### src/rtl/pair_pat_pkg.sv
`default_nettype none
// ============================================================================
// Module      : pair_pat_pkg
// Description : Shared types and defaults for the pair pattern generator.
// Revision    : 1.0 - initial release
// ============================================================================
package pair_pat_pkg;

    localparam int DEPTH_DEF  = 8;
    localparam int HOLD_W_DEF = 4;

    // One pattern entry: the two stimulus bits and how many extra cycles to hold them
    typedef struct packed {
        logic                  a;
        logic                  b;
        logic [HOLD_W_DEF-1:0] hold;
    } pair_entry_t;

    typedef enum logic [1:0] {
        IDLE = 2'd0,
        RUN  = 2'd1,
        FIN  = 2'd2
    } pair_state_t;

    // Builds an entry in the {a, b, hold} packing used by wr_data
    function automatic pair_entry_t mk_entry(input logic a, input logic b,
                                             input logic [HOLD_W_DEF-1:0] hold);
        pair_entry_t e;
        e.a    = a;
        e.b    = b;
        e.hold = hold;
        return e;
    endfunction

endpackage
`default_nettype wire

### src/rtl/pair_pat_mem.sv
`default_nettype none
// ============================================================================
// Module      : pair_pat_mem
// Description : Pattern entry storage, one synchronous write port and one
//               asynchronous read port. Contents are not touched by reset.
// Revision    : 1.0 - initial release
// ============================================================================
module pair_pat_mem
    import pair_pat_pkg::*;
#(
    parameter int DEPTH  = DEPTH_DEF,
    parameter int HOLD_W = HOLD_W_DEF
) (
    input  logic                       clk,
    input  logic                       we,
    input  logic [$clog2(DEPTH)-1:0]   waddr,
    input  logic [HOLD_W+1:0]          wdata,
    input  logic [$clog2(DEPTH)-1:0]   raddr,
    output logic [HOLD_W+1:0]          rdata
);

    logic [HOLD_W+1:0] mem_q [DEPTH];

    // Write port: one entry per enabled clock
    always_ff @(posedge clk) begin
        if (we) begin
            mem_q[waddr] <= wdata;
        end
    end

    // Read port is combinational so a same-cycle write is not yet visible
    assign rdata = mem_q[raddr];

endmodule
`default_nettype wire

### src/rtl/pair_pattern_gen.sv
`default_nettype none
// ============================================================================
// Module      : pair_pattern_gen
// Description : Plays a programmed list of (a, b, hold) entries onto two
//               stimulus bits, with the expected a&b alongside. Supports
//               one-shot and looping playback, abort and a done pulse.
// Revision    : 1.0 - initial release
// ============================================================================
module pair_pattern_gen
    import pair_pat_pkg::*;
#(
    parameter int DEPTH  = DEPTH_DEF,
    parameter int HOLD_W = HOLD_W_DEF
) (
    input  logic                       clk,
    input  logic                       rst,
    input  logic                       wr_en,
    input  logic [$clog2(DEPTH)-1:0]   wr_addr,
    input  logic [HOLD_W+1:0]          wr_data,
    input  logic [$clog2(DEPTH):0]     len,
    input  logic                       loop,
    input  logic                       start,
    input  logic                       abort,
    output logic                       a,
    output logic                       b,
    output logic                       exp_and,
    output logic                       busy,
    output logic                       done,
    output logic [$clog2(DEPTH)-1:0]   step_idx
);

    localparam int AW = $clog2(DEPTH);
    localparam int LW = AW + 1;

    pair_state_t        state_q, state_d;
    logic               a_q, a_d;
    logic               b_q, b_d;
    logic               exp_and_q, exp_and_d;
    logic               busy_q, busy_d;
    logic               done_q, done_d;
    logic [AW-1:0]      step_idx_q, step_idx_d;
    logic [HOLD_W-1:0]  hold_q, hold_d;
    logic [LW-1:0]      len_q, len_d;
    logic               loop_q, loop_d;

    logic [AW-1:0]      w_rd_addr;
    logic [HOLD_W+1:0]  w_rd_data;
    logic               w_rd_a;
    logic               w_rd_b;
    logic [HOLD_W-1:0]  w_rd_hold;
    logic [LW-1:0]      w_start_len;
    logic [AW-1:0]      w_last_idx;
    logic               w_last;

    // Writes are only accepted while no playback is in progress
    pair_pat_mem #(
        .DEPTH  (DEPTH),
        .HOLD_W (HOLD_W)
    ) u_mem (
        .clk    (clk),
        .we     (wr_en && !busy_q),
        .waddr  (wr_addr),
        .wdata  (wr_data),
        .raddr  (w_rd_addr),
        .rdata  (w_rd_data)
    );

    assign w_rd_a    = w_rd_data[HOLD_W+1];
    assign w_rd_b    = w_rd_data[HOLD_W];
    assign w_rd_hold = w_rd_data[HOLD_W-1:0];

    // Requested lengths beyond the table size play the whole table
    assign w_start_len = (len > LW'(DEPTH)) ? LW'(DEPTH) : len;
    assign w_last_idx  = AW'(len_q - LW'(1));
    assign w_last      = (step_idx_q == w_last_idx);

    // Read address points at the entry the next advance will present
    always_comb begin
        w_rd_addr = '0;
        if (state_q == RUN && !w_last) begin
            w_rd_addr = step_idx_q + AW'(1);
        end
    end

    // Next-state and output computation; abort outranks advance and wrap
    always_comb begin
        state_d    = state_q;
        a_d        = a_q;
        b_d        = b_q;
        busy_d     = busy_q;
        done_d     = 1'b0;
        step_idx_d = step_idx_q;
        hold_d     = hold_q;
        len_d      = len_q;
        loop_d     = loop_q;
        case (state_q)
            IDLE: begin
                a_d    = 1'b0;
                b_d    = 1'b0;
                busy_d = 1'b0;
                if (start && (len != '0)) begin
                    state_d    = RUN;
                    step_idx_d = '0;
                    a_d        = w_rd_a;
                    b_d        = w_rd_b;
                    hold_d     = w_rd_hold;
                    busy_d     = 1'b1;
                    len_d      = w_start_len;
                    loop_d     = loop;
                end
            end
            RUN: begin
                if (abort) begin
                    state_d    = IDLE;
                    a_d        = 1'b0;
                    b_d        = 1'b0;
                    busy_d     = 1'b0;
                    step_idx_d = '0;
                    hold_d     = '0;
                end else if (hold_q != '0) begin
                    hold_d = hold_q - HOLD_W'(1);
                end else if (!w_last || loop_q) begin
                    step_idx_d = w_last ? '0 : step_idx_q + AW'(1);
                    a_d        = w_rd_a;
                    b_d        = w_rd_b;
                    hold_d     = w_rd_hold;
                end else begin
                    state_d    = FIN;
                    a_d        = 1'b0;
                    b_d        = 1'b0;
                    busy_d     = 1'b0;
                    done_d     = 1'b1;
                    step_idx_d = '0;
                end
            end
            FIN: begin
                state_d = IDLE;
                a_d     = 1'b0;
                b_d     = 1'b0;
                busy_d  = 1'b0;
            end
            default: begin
                state_d    = IDLE;
                a_d        = 1'b0;
                b_d        = 1'b0;
                busy_d     = 1'b0;
                step_idx_d = '0;
                hold_d     = '0;
            end
        endcase
        exp_and_d = a_d & b_d;
    end

    // State and output registers
    always_ff @(posedge clk) begin
        if (rst) begin
            state_q    <= IDLE;
            a_q        <= 1'b0;
            b_q        <= 1'b0;
            exp_and_q  <= 1'b0;
            busy_q     <= 1'b0;
            done_q     <= 1'b0;
            step_idx_q <= '0;
            hold_q     <= '0;
            len_q      <= '0;
            loop_q     <= 1'b0;
        end else begin
            state_q    <= state_d;
            a_q        <= a_d;
            b_q        <= b_d;
            exp_and_q  <= exp_and_d;
            busy_q     <= busy_d;
            done_q     <= done_d;
            step_idx_q <= step_idx_d;
            hold_q     <= hold_d;
            len_q      <= len_d;
            loop_q     <= loop_d;
        end
    end

    assign a        = a_q;
    assign b        = b_q;
    assign exp_and  = exp_and_q;
    assign busy     = busy_q;
    assign done     = done_q;
    assign step_idx = step_idx_q;

endmodule
`default_nettype wire

### config.mk
export PLATFORM = sky130hd
export DESIGN_NAME = pair_pattern_gen
export DESIGN_NICKNAME = d
export VERILOG_FILES = /design/src/rtl/pair_pat_pkg.sv /design/src/rtl/pair_pat_mem.sv /design/src/rtl/pair_pattern_gen.sv
export SDC_FILE = /design/constraint.sdc
export NUM_CORES = 1
export LEC_CHECK = 0
export CAP_MARGIN = 20
export CORE_MARGIN = 2
export CORE_UTILIZATION = 57
export DETAILED_ROUTE_END_ITERATION = 6
export PLACE_DENSITY = 0.79
export SLEW_MARGIN = 20
export SYNTH_ARGS = -nofsm -noshare
export SYNTH_HDL_FRONTEND = slang
export SYNTH_SLANG_ARGS = --single-unit
### constraint.sdc
create_clock -name clk -period 2.75 [get_ports clk]
set_input_delay 0.275 -clock clk [delete_from_list [all_inputs] [get_ports clk]]
set_output_delay 0.275 -clock clk [all_outputs]
set_load 0.01 [all_outputs]
After elaboration in Yosys (flattened, before gate mapping). Memories as Yosys holds them, arrays and structs flattened. Index checks and enable logic that the tools add are counted.

$add $sub $neg: 3. Order comparisons: 1. Equal/unequal tests: 7. Muxes and demuxes: 36. Bitwise operators: 3. Reduce and logical (&&, ||, !) cells: 15.

Operators with widths (number): $mux 3 (7); $mux 4 (4); $mux 1 (15); $pmux 4 s3 (1); $pmux 3 s3 (1); $reduce_and 3->1 (3); $mux 2 (4); $reduce_bool 4->1 (2); $ne 3x3->1 const B (2); $pmux 1 s2 (3); $gt 4x4->1 const B (1); $ne 4x2->1 const B (1); $pmux 2 s2 (1); $reduce_and 2->1 (2); $reduce_or 4->1 (1); $sub 4x1->4 const B (1); $add 3x1->3 const B (1); $eq 3x3->1 (1); $logic_and 1x1->1 (3); $sub 3x1->3 const B (1); $eq 2x1->1 const B (1); $eq 2x2->1 const B (1); $logic_not 1->1 (2); $logic_not 2->1 (1); other kinds (4) (5).

Bits in registers: 18. Memory bits (writable): 48. Bits of input ports: 19. Output and inout bits: 8. Word-level logic and storage cells: 76. Memories: 1.

Memory list: u_mem.mem_q (words 8, bits a word 6, read ports 1, clocked after memory_dff 0, wr ports 1, RTL line pair_pat_mem.sv:22) `logic [HOLD_W+1:0] mem_q [DEPTH];`.

Depth between registers and ports, before layout. An unclocked memory read counts as a cell.

Depth in word-level cells: 11. Mapped depth: 9.

Cells and area by module. Synthesis repeated with hierarchy kept, for this count alone.

Cells, all modules: 206. Area, all modules: 2985.4 µm².

By module, submodules not included: pair_pat_mem (instances 1, cells each 82, area an instance 1901.8 µm², sequential area each 1441.4 µm²); pair_pattern_gen (instances 1, cells each 124, area an instance 1083.5 µm², sequential area each 360.3 µm²).

Worst setup path after synthesis. No wires, ideal clock.

Path kind: register -> register. From: register len_q[0]. To: register hold_q[2]. Arrival time: 2411 ps. Data required time: 2662 ps. Path slack: 251 ps. Cell stages (with the launch flop): 9. Path buffers: 1. Clock period less this slack: 2499 ps. Cells stage by stage: dfxtp_1 > inv_1 > ha_1 > xnor2_1 > o31a_1 > buf_2 > nand2_1 > a311o_1 > a311oi_2.

Longest elaborated chain between the ends: 10. Elaborated cells on any way between the ends: 14.

RTL lines: from (decl) (RTL line pair_pattern_gen.sv:43) `logic [LW-1:0] len_q, len_d;`; from (signal assigned) (RTL line pair_pattern_gen.sv:176) `len_q <= len_d;`; $sub 3x1->3 * (RTL line pair_pattern_gen.sv:74) `assign w_last_idx = AW'(len_q - LW'(1));`; $eq 3x3->1 * (RTL line pair_pattern_gen.sv:75) `assign w_last = (step_idx_q == w_last_idx);`; $logic_not 1->1 * (RTL line pair_pattern_gen.sv:80, pair_pattern_gen.sv:122); $logic_and 1x1->1 (RTL line pair_pattern_gen.sv:80) `if (state_q == RUN && !w_last) begin`; $mux 3 (RTL line pair_pattern_gen.sv:80); $mem_v2 8x6; $mux 4 (RTL line pair_pattern_gen.sv:122) `end else if (!w_last || loop_q) begin`; $mux 4 (RTL line pair_pattern_gen.sv:120) `end else if (hold_q != '0) begin`; $mux 4 (RTL line pair_pattern_gen.sv:113) `if (abort) begin`; $pmux 4 s3 (RTL line pair_pattern_gen.sv:96) `case (state_q)`; to (signal assigned) (RTL line pair_pattern_gen.sv:175) `hold_q <= hold_d;`; to (decl) (RTL line pair_pattern_gen.sv:42) `logic [HOLD_W-1:0] hold_q, hold_d;`.

Mark *: on every way between the ends. The rest lies on a longest branch, timed or not. The select of a mux whose other input is x is not followed. A chain may end at the register's enable or synchronous reset.

Worst setup path after layout.
From: register len_q[0]. To: register hold_q[1].

Same word-level chain as after synthesis.

==> impl_metrics.env <==
export IMPL_ir_drop_mv=0.4707
export IMPL_slew_violations=0
export IMPL_cts_tree="done"
export IMPL_run_status="finished clean"
export IMPL_pwr_density_cell_mw_per_mm2=591.0
export IMPL_postSynthCellCount=255
export IMPL_routedWlPerCell_um=18.16
export IMPL_drc=0
export IMPL_ys_ff_latch=66
export IMPL_wl_mm=6.790
export IMPL_fillers=357
export IMPL_coreArea_mm2=0.005172
export IMPL_syn_avg_cell_area_um2=12.14
export IMPL_rsz0062_at_grt="false"
export IMPL_crit_fanout=4
export IMPL_arrival_ns=2.79
export IMPL_antenna_found_initial=0
export IMPL_synth_top_cell_by_area="edfxtp_1"
export IMPL_initialDrtViolationCount=144
export IMPL_clk_latency_ns=0.35
export IMPL_ys_top_cells_by_area="edfxtp_1 47%, dfxtp_1 12%, nand2_1 3.5%"
export IMPL_placed_area_mm2=0.003508
export IMPL_ios=27
export IMPL_grt_max_degree=18
export IMPL_grt_overflow_total=0
export IMPL_fin_crit_ns=2.565
export IMPL_synth_top_family_by_area="compound AO/OA/AOI/OAI gates"
export IMPL_max_freq_mhz=389.9
export IMPL_ys_async_sr_fraction_pct=0
export IMPL_die_area_mm2=0.006036
export IMPL_start_kind="flip-flop"
export IMPL_synthXorXnorAreaFrac_pct=3.234
export IMPL_fin_skew_ns=0.01102
export IMPL_clock_path_buffers=2
export IMPL_tightest_slew_ns=0.8839
export IMPL_hold_violations=0
export IMPL_synth_simple_area_share_pct=15.44
export IMPL_min_path_type="reg2reg"
export IMPL_cts_buffers=9
export IMPL_p_leak_nw=1.263
export IMPL_cts_sinks=66
export IMPL_ys_dominant_reg_cell="edfxtp_1"
export IMPL_ys_types=58
export IMPL_final_nets=322
export IMPL_synth_compound_gate_area_share_pct=16.57
export IMPL_die_x_um=77.69
export IMPL_die_h_um=77.69
export IMPL_grt_first_pass_wirelength_mm=11.07
export IMPL_slowest_stage="a311oi_2"
export IMPL_num_vias=2253
export IMPL_setup_violations=0
export IMPL_fin_area_mm2=0.003752
export IMPL_synth_top_area_share_pct=46.56
export IMPL_row_count=26
export IMPL_worstPathRequired_ns=2.98
export IMPL_via_per_inst=6.024
export IMPL_netlist_area_mm2=0.003095
export IMPL_pre_cts_ws_ns=0.2221
export IMPL_grt_usage_pct=24.28
export IMPL_routabilityCongestion=0.8478
export IMPL_path_clk_slew_ns=0.07
export IMPL_synthAdderAreaFrac_pct=1.617
export IMPL_start_util_pct=59.85
export IMPL_final_setup_tns_ns=0
export IMPL_dr_pass1_iters=4
export IMPL_period_share_pct=93.26
export IMPL_synth_warnings=0
export IMPL_io_buffers=26
export IMPL_htree_levels=3
export IMPL_synth_edf_count=48
export IMPL_crit_path_cell_trace="inv_1 -> ha_1 -> xor2_1 -> a311oi_2 -> mux2_2 -> a221oi_1 -> o32ai_1"
export IMPL_dp_hpwl_mm=4.731
export IMPL_ant_nets=0
export IMPL_endpoint_kind="flip-flop"
export IMPL_synthMuxAreaShare_pct=2.668
export IMPL_synthesis_nets=278
export IMPL_slew_headroom_pct=40.92
export IMPL_drive_above_1_share_pct=17.43
export IMPL_ctsHoldBuffers=0
export IMPL_cts_root_buf="clkbuf_8"
export IMPL_yosysSeqAreaShare_pct=58.21
export IMPL_antennaDiodeCount=0
export IMPL_crit_type="reg2reg"
export IMPL_max_stage_delay_ns=0.52
export IMPL_max_cap_viol_count=0
export IMPL_area_growth_pct=21.22
export IMPL_fin_ws_ns=0.1855
export IMPL_grt_pass1_vias=2177
[cell usage after synthesis, types with 3 or more instances]
cell type  number
nor3_1         13
xnor2_1         4
o221ai_1        3
nor4_1          3
o21ai_0         8
inv_1           5
o31a_1          3
nand3b_1        4
nand3_1         6
clkbuf_1        4
a31oi_1         5
nand2_1        29
dfxtp_1        18
nor2_1         16
a21oi_1        14
mux2i_1         6
nor3b_1         3
edfxtp_1       48
nand2b_1        5
ha_1            4
buf_2           5
[worst paths after layout]
check / start / to / slack [ns] / cells past startpoint
max: len_q[0]$_SDFFE_PP0P_ / hold_q[1]$_SDFFE_PP0P_ / 0.19 / 7
min: len_q[2]$_SDFFE_PP0P_ / len_q[2]$_SDFFE_PP0P_ / 0.49 / 2
max reg2reg: len_q[0]$_SDFFE_PP0P_ / hold_q[1]$_SDFFE_PP0P_ / 0.19 / 7
min reg2reg: len_q[2]$_SDFFE_PP0P_ / len_q[2]$_SDFFE_PP0P_ / 0.49 / 2
[worst max-delay path: cells and delay by family (launching register included)]
family,cells,cell delay (ns)
multiplexers,1,0.41
XOR/XNOR,1,0.22
AO/OA/AOI/OAI,3,1.04
flip-flops,1,0.34
adder cells (fa/ha/maj),1,0.36
buffers and inverters,1,0.08
[repair_timing]
action,4_1_cts,5_1_grt
setup endpoints to repair,0,3
resized for setup,0,1
setup buffers,0,2
[state kept, by name (all words and copies together), names as in the netlist, 2 cells and up]
| signal | flops |
|---|---|
| hold_q | 4 |
| u_mem.mem_q | 48 |
| step_idx | 3 |
| state_q | 2 |
| len_q | 3 |
[report_power, final]
group	internal [mW]	switching (mW)	total [mW]
Clock	0.504	0.354	0.858
Combinational	0.110	0.138	0.248
Sequential	1.09	0.0191	1.11
Total	1.71	0.510	2.22
[through the flow]
stage	util (%)	instances	power, mW	hold slack, ns
final	72.54	374	2.218	0.4906
after global routing	72.54	374	2.296	0.5322
after CTS	71.87	372	2.219	0.4976
after detailed placement	67.83	356	1.369	0.4870
after global placement	67.83	356	1.364	0.4752
after floorplan	-	255	1.277	0.3739
[per-layer routing]
layer | wire length (um) | GRT usage, %
met1 | 2966 | 32.37
met2 | 3285 | 39.05
met3 | 420 | 5.233
met4 | 117 | 9.286
met5 | 0 | 0
[area by class of cell]
cell class,count,area (um^2),share of cell area [%]
clock inverters,6,81.33,2.167
inverters,6,22.52,0.6002
repair buffers,43,400.4,10.67
multi-input cells,173,1231,32.81
clock buffers,10,127.6,3.401
flip-flops and latches,66,1802,48.02
well taps,70,87.58,2.334
[kinds of logic after synthesis]
family,count (synthesis)
xor gates and xnor gates,8
muxes,8
and+or+nand+nor,91
adders and majority gates,4
buffers and inverters,16
AOI/OAI and AO/OA,62
DFF,66
[layout by cell type (no fill, tap or decap), drive strengths merged, types with 2 or more instances in the layout]
cell type	instances
a211oi	2
a21oi	15
a221oi	4
a311oi	4
a31oi	5
a32oi	2
and3b	2
buf	17
bufinv	2
clkbuf	10
clkdlybuf4s50	26
clkinv	5
dfxtp	18
edfxtp	48
ha	4
inv	5
mux2	2
mux2i	6
nand2	29
nand2b	5
nand3	6
nand3b	4
nor2	16
nor3	13
nor3b	4
nor4	3
nor4b	2
o21ai	9
o221ai	3
o22ai	4
o31a	3
o31ai	2
or2	2
or3b	2
xnor2	4
xor2	2
Power figures use the tool's default switching activity.
